==> src/rtl/br_pkg.sv <==
// Shared constants for the branch controller: opcode fields, B.cond codes,
// flag bit positions and the stall FSM state type.
package br_pkg;

  // Opcode fields (B/BL use instr[31:26]; CBZ/B.cond use instr[31:24])
  localparam logic [5:0] OP_B     = 6'b000101;
  localparam logic [5:0] OP_BL    = 6'b100101;
  localparam logic [7:0] OP_CBZ   = 8'b10110100;
  localparam logic [7:0] OP_BCOND = 8'b01010100;

  // Supported B.cond condition codes; anything else is never taken
  localparam logic [3:0] COND_EQ = 4'b0000;
  localparam logic [3:0] COND_NE = 4'b0001;
  localparam logic [3:0] COND_GE = 4'b1010;
  localparam logic [3:0] COND_LT = 4'b1011;
  localparam logic [3:0] COND_GT = 4'b1100;
  localparam logic [3:0] COND_LE = 4'b1101;

  // Bit positions inside the {N,Z,V,C} flag vector
  localparam int unsigned FLAG_N = 3;
  localparam int unsigned FLAG_Z = 2;
  localparam int unsigned FLAG_V = 1;
  localparam int unsigned FLAG_C = 0;

  typedef enum logic [0:0] {
    IDLE,
    WAIT_FLAGS
  } br_state_e;

endpackage

==> src/rtl/cond_eval.sv <==
// Combinational B.cond evaluator: condition code plus {N,Z,V,C} -> taken.
module cond_eval
  import br_pkg::*;
(
  input  logic [3:0] i_cond,
  input  logic [3:0] i_flags,
  output logic       o_taken
);

  logic w_n, w_z, w_v;
  logic w_unused_c;

  assign w_n        = i_flags[FLAG_N];
  assign w_z        = i_flags[FLAG_Z];
  assign w_v        = i_flags[FLAG_V];
  // Carry is part of the flag register but no supported condition reads it
  assign w_unused_c = i_flags[FLAG_C];

  // Decode the condition code against the flags
  always_comb begin
    o_taken = 1'b0;
    case (i_cond)
      COND_EQ: o_taken = w_z;
      COND_NE: o_taken = ~w_z;
      COND_GE: o_taken = (w_n == w_v);
      COND_LT: o_taken = (w_n != w_v);
      COND_GT: o_taken = ~w_z && (w_n == w_v);
      COND_LE: o_taken = w_z || (w_n != w_v);
      default: o_taken = 1'b0;
    endcase
  end

endmodule

==> src/rtl/branch_ctrl.sv <==
// Branch controller for the RF stage: decodes B, BL, CBZ and B.cond, keeps the
// {N,Z,V,C} flag register, and stalls one cycle when a B.cond meets a
// flag-setting instruction in EX. Optional statistics counters are enabled
// by defining BR_STATS_EN.
module branch_ctrl
  import br_pkg::*;
(
  input  logic        clk,
  input  logic        reset,
  input  logic [31:0] instr,
  input  logic        flag_wr_ex,
  input  logic        alu_neg,
  input  logic        alu_zero,
  input  logic        alu_ovf,
  input  logic        alu_cout,
  input  logic        rt_zero,
  output logic        BrTaken,
  output logic        UncondBr,
  output logic [18:0] Imm19,
  output logic [25:0] Imm26,
  output logic        link_wr,
`ifdef BR_STATS_EN
  output logic        stall,
  output logic [31:0] br_count,
  output logic [31:0] taken_count
`else
  output logic        stall
`endif
);

  logic [3:0] r_flags;
  br_state_e  r_state;
  br_state_e  w_state_next;

  logic w_is_b, w_is_bl, w_is_cbz, w_is_bcond;
  logic w_cond_taken;
  logic w_br_taken, w_uncond, w_link, w_stall;

  assign w_is_b     = (instr[31:26] == OP_B);
  assign w_is_bl    = (instr[31:26] == OP_BL);
  assign w_is_cbz   = (instr[31:24] == OP_CBZ);
  assign w_is_bcond = (instr[31:24] == OP_BCOND);

  assign Imm19 = instr[23:5];
  assign Imm26 = instr[25:0];

  cond_eval u_cond_eval (
    .i_cond  (instr[3:0]),
    .i_flags (r_flags),
    .o_taken (w_cond_taken)
  );

  // Flag register: load from the EX-stage ALU whenever EX sets flags
  always_ff @(posedge clk or negedge reset) begin
    if (!reset) begin
      r_flags <= 4'b0000;
    end else if (flag_wr_ex) begin
      r_flags <= {alu_neg, alu_zero, alu_ovf, alu_cout};
    end
  end

  // Stall FSM state register
  always_ff @(posedge clk or negedge reset) begin
    if (!reset) begin
      r_state <= IDLE;
    end else begin
      r_state <= w_state_next;
    end
  end

  // Decode and next state; WAIT_FLAGS always falls back to IDLE so a stall
  // can never last two cycles
  always_comb begin
    w_state_next = IDLE;
    w_br_taken   = 1'b0;
    w_uncond     = 1'b0;
    w_link       = 1'b0;
    w_stall      = 1'b0;
    if (reset) begin
      if (w_is_b) begin
        w_uncond   = 1'b1;
        w_br_taken = 1'b1;
      end else if (w_is_bl) begin
        w_uncond   = 1'b1;
        w_br_taken = 1'b1;
        w_link     = 1'b1;
      end else if (w_is_cbz) begin
        w_br_taken = rt_zero;
      end else if (w_is_bcond) begin
        if ((r_state == IDLE) && flag_wr_ex) begin
          // Flags change this edge: hold the branch and resolve next cycle
          w_stall      = 1'b1;
          w_state_next = WAIT_FLAGS;
        end else begin
          w_br_taken = w_cond_taken;
        end
      end
    end
  end

  assign BrTaken  = w_br_taken;
  assign UncondBr = w_uncond;
  assign link_wr  = w_link;
  assign stall    = w_stall;

`ifdef BR_STATS_EN
  logic [31:0] r_br_count;
  logic [31:0] r_taken_count;
  logic        w_resolved;

  assign w_resolved = (w_is_b | w_is_bl | w_is_cbz | w_is_bcond) & ~w_stall & reset;

  // Count resolved branches and taken ones; both wrap naturally
  always_ff @(posedge clk or negedge reset) begin
    if (!reset) begin
      r_br_count    <= 32'd0;
      r_taken_count <= 32'd0;
    end else if (w_resolved) begin
      r_br_count <= r_br_count + 32'd1;
      if (w_br_taken) begin
        r_taken_count <= r_taken_count + 32'd1;
      end
    end
  end

  assign br_count    = r_br_count;
  assign taken_count = r_taken_count;
`endif

endmodule
==> config.mk <==
export PLATFORM = sky130hd
export DESIGN_NAME = branch_ctrl
export DESIGN_NICKNAME = d
export VERILOG_FILES = /design/src/rtl/br_pkg.sv /design/src/rtl/cond_eval.sv /design/src/rtl/branch_ctrl.sv
export SDC_FILE = /design/constraint.sdc
export NUM_CORES = 1
export LEC_CHECK = 0
export ABC_AREA = 1
export CAP_MARGIN = 10
export CORE_ASPECT_RATIO = 0.5
export CORE_MARGIN = 8
export CORE_UTILIZATION = 28
export CTS_CLUSTER_SIZE = 14
export DETAILED_ROUTE_END_ITERATION = 10
export HOLD_SLACK_MARGIN = 0.05
export PLACE_DENSITY = 0.81
export REMOVE_ABC_BUFFERS = 1
export SLEW_MARGIN = 20
export SYNTH_ARGS = -nofsm -noshare
export SYNTH_HDL_FRONTEND = slang
export SYNTH_SLANG_ARGS = --single-unit
==> constraint.sdc <==
create_clock -name clk -period 1.5 [get_ports clk]
set_input_delay 0.3 -clock clk [delete_from_list [all_inputs] [get_ports clk]]
set_output_delay 0.3 -clock clk [all_outputs]
set_load 0.1 [all_outputs]
==> flow_metrics.py <==
metrics = {
    "run_status": {
        "status": "finished, violations left",
        "violations": "negative setup slack",
    },
    "timing": {
        "period_share": 1.138,
        "setup_violations": 2,
        "rsz0062_at_grt": "yes",
        "fin_ws_ns": -0.2064,
        "worst_slew_pin_slew_ns": 0.1988,
        "slew_headroom": 0.8670,
        "period_needed_ns": 1.706,
        "max_clock_freq_mhz": 586.0,
        "fin_skew_ns": 0,
        "slew_viol_final": 0,
        "hold_viol": 0,
    },
    "final_layout": {
        "layout-drive-gt1-share": 0.5446,
        "antennaDiodeCount": 0,
        "final_nets": 154,
        "final_common_cell": "nand2_1",
        "layout_common_cells": "nand2_1, buf_4, buf_12, inv_2, nand2_2",
        "area_growth_pct": 34.58,
        "stdcell_area_um2": 993.5,
    },
    "yosys": {
        "synth_cell_types": 17,
        "syn_area_um2": 738.2,
        "synth_xor_area_frac": 0,
        "syn_area_per_cell_um2": 6.476,
        "synthCells": 114,
        "synthSimpleGateAreaFrac": 0.3000,
        "synth_compound_area_frac": 0.04576,
        "ys_seq_area_frac": 0.1356,
        "synth_seq_cells": 4,
        "synth.area.top_cells": "buf_4, dfrtp_1, nand2_1",
        "ys_warn_count": 0,
        "synthAdderAreaFrac": 0,
        "yosysTopAreaCell": "buf_4",
        "synth_mux_area_frac": 0,
        "synth.top_cell.area_share": 0.4576,
        "synth_top_family_by_area": "buffers and inverters",
    },
    "power": {
        "finalPower_mw": 0.6092,
        "leakagePower_nw": 0.4698,
        "sw_frac_of_total": 0.3398,
        "clkPwrFrac": 0.356,
        "ir_drop_v": 0.0002830,
        "p_sw_mw": 0.2070,
        "power_density_nw_per_um2": 613.3,
        "p_comb_frac": 0.444,
        "p_int_mw": 0.4022,
        "seqPwrFrac": 0.199,
    },
    "clocking": {
        "clk_latency_ns": 0.21,
        "htree_levels": 1,
        "path_clk_slew_ns": 0.03,
        "cts_root_buffer": "clkbuf_8",
        "cts_buffer_depth": 2,
        "clkSinkCount": 4,
        "cts_buffers": 3,
        "cts_tree": "yes",
        "ctsHoldBuffers": 0,
    },
    "worst_setup_path": {
        "cp-start-kind": "flop",
        "crit_path_end_kind": "output pin",
        "ff2ff_path_depth": 4,
        "cp.required_ns": 1.20,
        "cp_data_arrival_time_ns": 1.41,
        "crit_fanout": 3,
        "crit_type": "flop to output pin",
    },
    "placement": {
        "placed_cell_area_um2": 894.6,
        "pre_cts_slack_ns": -0.5637,
        "hpwlAfterDp_mm": 2.013,
        "place_congestion": 0.8092,
        "port_buffers": 28,
    },
    "die": {
        "initial_core_util": 0.2891,
        "ios": 89,
        "dieHeight_um": 52.31,
        "rows": 13,
        "die_area_um2": 4635,
        "die_w_um": 88.62,
        "core_um2": 2554,
    },
    "detailed_routing": {
        "via_per_inst": 4.503,
        "via_count": 671,
        "drt_iter0_markers": 25,
        "firstDrtPassIters": 5,
        "ant_nets": 0,
        "drt-wirelength-per-cell_um": 15.95,
        "wl_mm": 2.376,
        "drc": 0,
    },
    "grt": {
        "grt_pass1_vias": 731,
        "grt_usage": 0.1015,
        "grt.overflow.total": 0,
        "grt_pass1_wl_mm": 3.498,
        "grt_max_degree": 7,
        "antenna_found_initial": 0,
    },
    "flow_run": {
        "maxCapViolCount": 0,
    },
    "min_path": {
        "hold_path.class": "input port to async pin",
    },
}
-- flip-flops by register name, indices dropped and copies added (netlist names) --
signal,flops
r_flags,3
r_state,1
-- worst max-delay path: stages, from the launching register on --
cell	delay (ns)
dfrtp_1	0.37
inv_2	0.06
nand2_2	0.07
nand2_2	0.06
nand3_1	0.07
nand2_1	0.07
nand3_2	0.07
nand2_1	0.06
a21oi_2	0.16
buf_12	0.19
-- through the flow --
stage / hold WS (ns) / util / instances / setup TNS, ns
CTS: 0.1651 / 0.3822 / 147 / -0.2726
detailed placement: 0.5643 / 0.3503 / 143 / -1.656
global route: 0.1787 / 0.3890 / 149 / -0.3393
finish: 0.1669 / 0.3890 / 149 / -0.2106
global placement: 0.5479 / 0.3503 / 143 / -1.582
floorplan: 0.004409 / - / 69 / -5.814
-- timing repair --
item / CTS / global route
pin swaps: 17 / 9
buffers inserted: 1 / 2
endpoints found under the hold margin: 0 / 0
gates resized for setup: 56 / 10
setup endpoints to repair: 4 / 3
-- synth_stat cells --
master,number
nor2_1,7
buf_4,45
a21oi_1,1
or2_1,1
a21oi_2,1
or2_4,1
nand2_1,23
inv_1,10
o21ai_0,4
nor3_1,3
nor2_2,1
inv_2,2
dfrtp_1,4
nand3_2,1
nand3_1,8
nor2_4,1
nand2_4,1
-- power groups by stage --
stage | clock (mW) | combinational, mW | sequential, mW
3_3_place_gp | 0 | 0.248 | 0.122
2_1_floorplan | 0 | 0.0628 | 0.121
4_1_cts | 0.221 | 0.261 | 0.121
6_report | 0.217 | 0.271 | 0.122
5_1_grt | 0.233 | 0.289 | 0.122
3_5_place_dp | 0 | 0.254 | 0.122
-- final timing paths --
kind / slack [ns] / start / end
min in group clk: 0.56 / instr[24] / r_state
min: 0.17 / reset / r_flags[2]
max reg2reg: 0.64 / r_flags[3] / r_flags[3]
min reg2reg: 0.58 / r_flags[2] / r_flags[2]
max in group asynchronous: 1.23 / reset / r_flags[3]
max: -0.21 / r_flags[1] / BrTaken
-- layer usage --
| metal | vias to the layer above | GRT usage | share of wire |
|---|---|---|---|
| li1 | 300 | - | - |
| met2 | 60 | 0.1402 | 0.42 |
| met5 | - | 0.03409 | 0 |
| met4 | 0 | 0.02493 | 0.0072 |
| met3 | 4 | 0.08594 | 0.16 |
| met1 | 307 | 0.1123 | 0.42 |
-- cells by family after synthesis --
kind of cell,Yosys count
AOI/OAI and AO/OA,6
buffers and inverters,57
and+or+nand+nor,47
DFF,4
-- cell type report --
| type | count | area, um^2 |
|---|---|---|
| inverter | 12 | 45.04 |
| multi-input combinational | 53 | 312.8 |
| tap | 37 | 46.29 |
| timing repair buffer | 40 | 447.9 |
| fill | 262 | 1560 |
| clock buffer | 3 | 41.29 |
| sequential | 4 | 100.1 |
No activity file was read; power rests on OpenSTA's default activity.
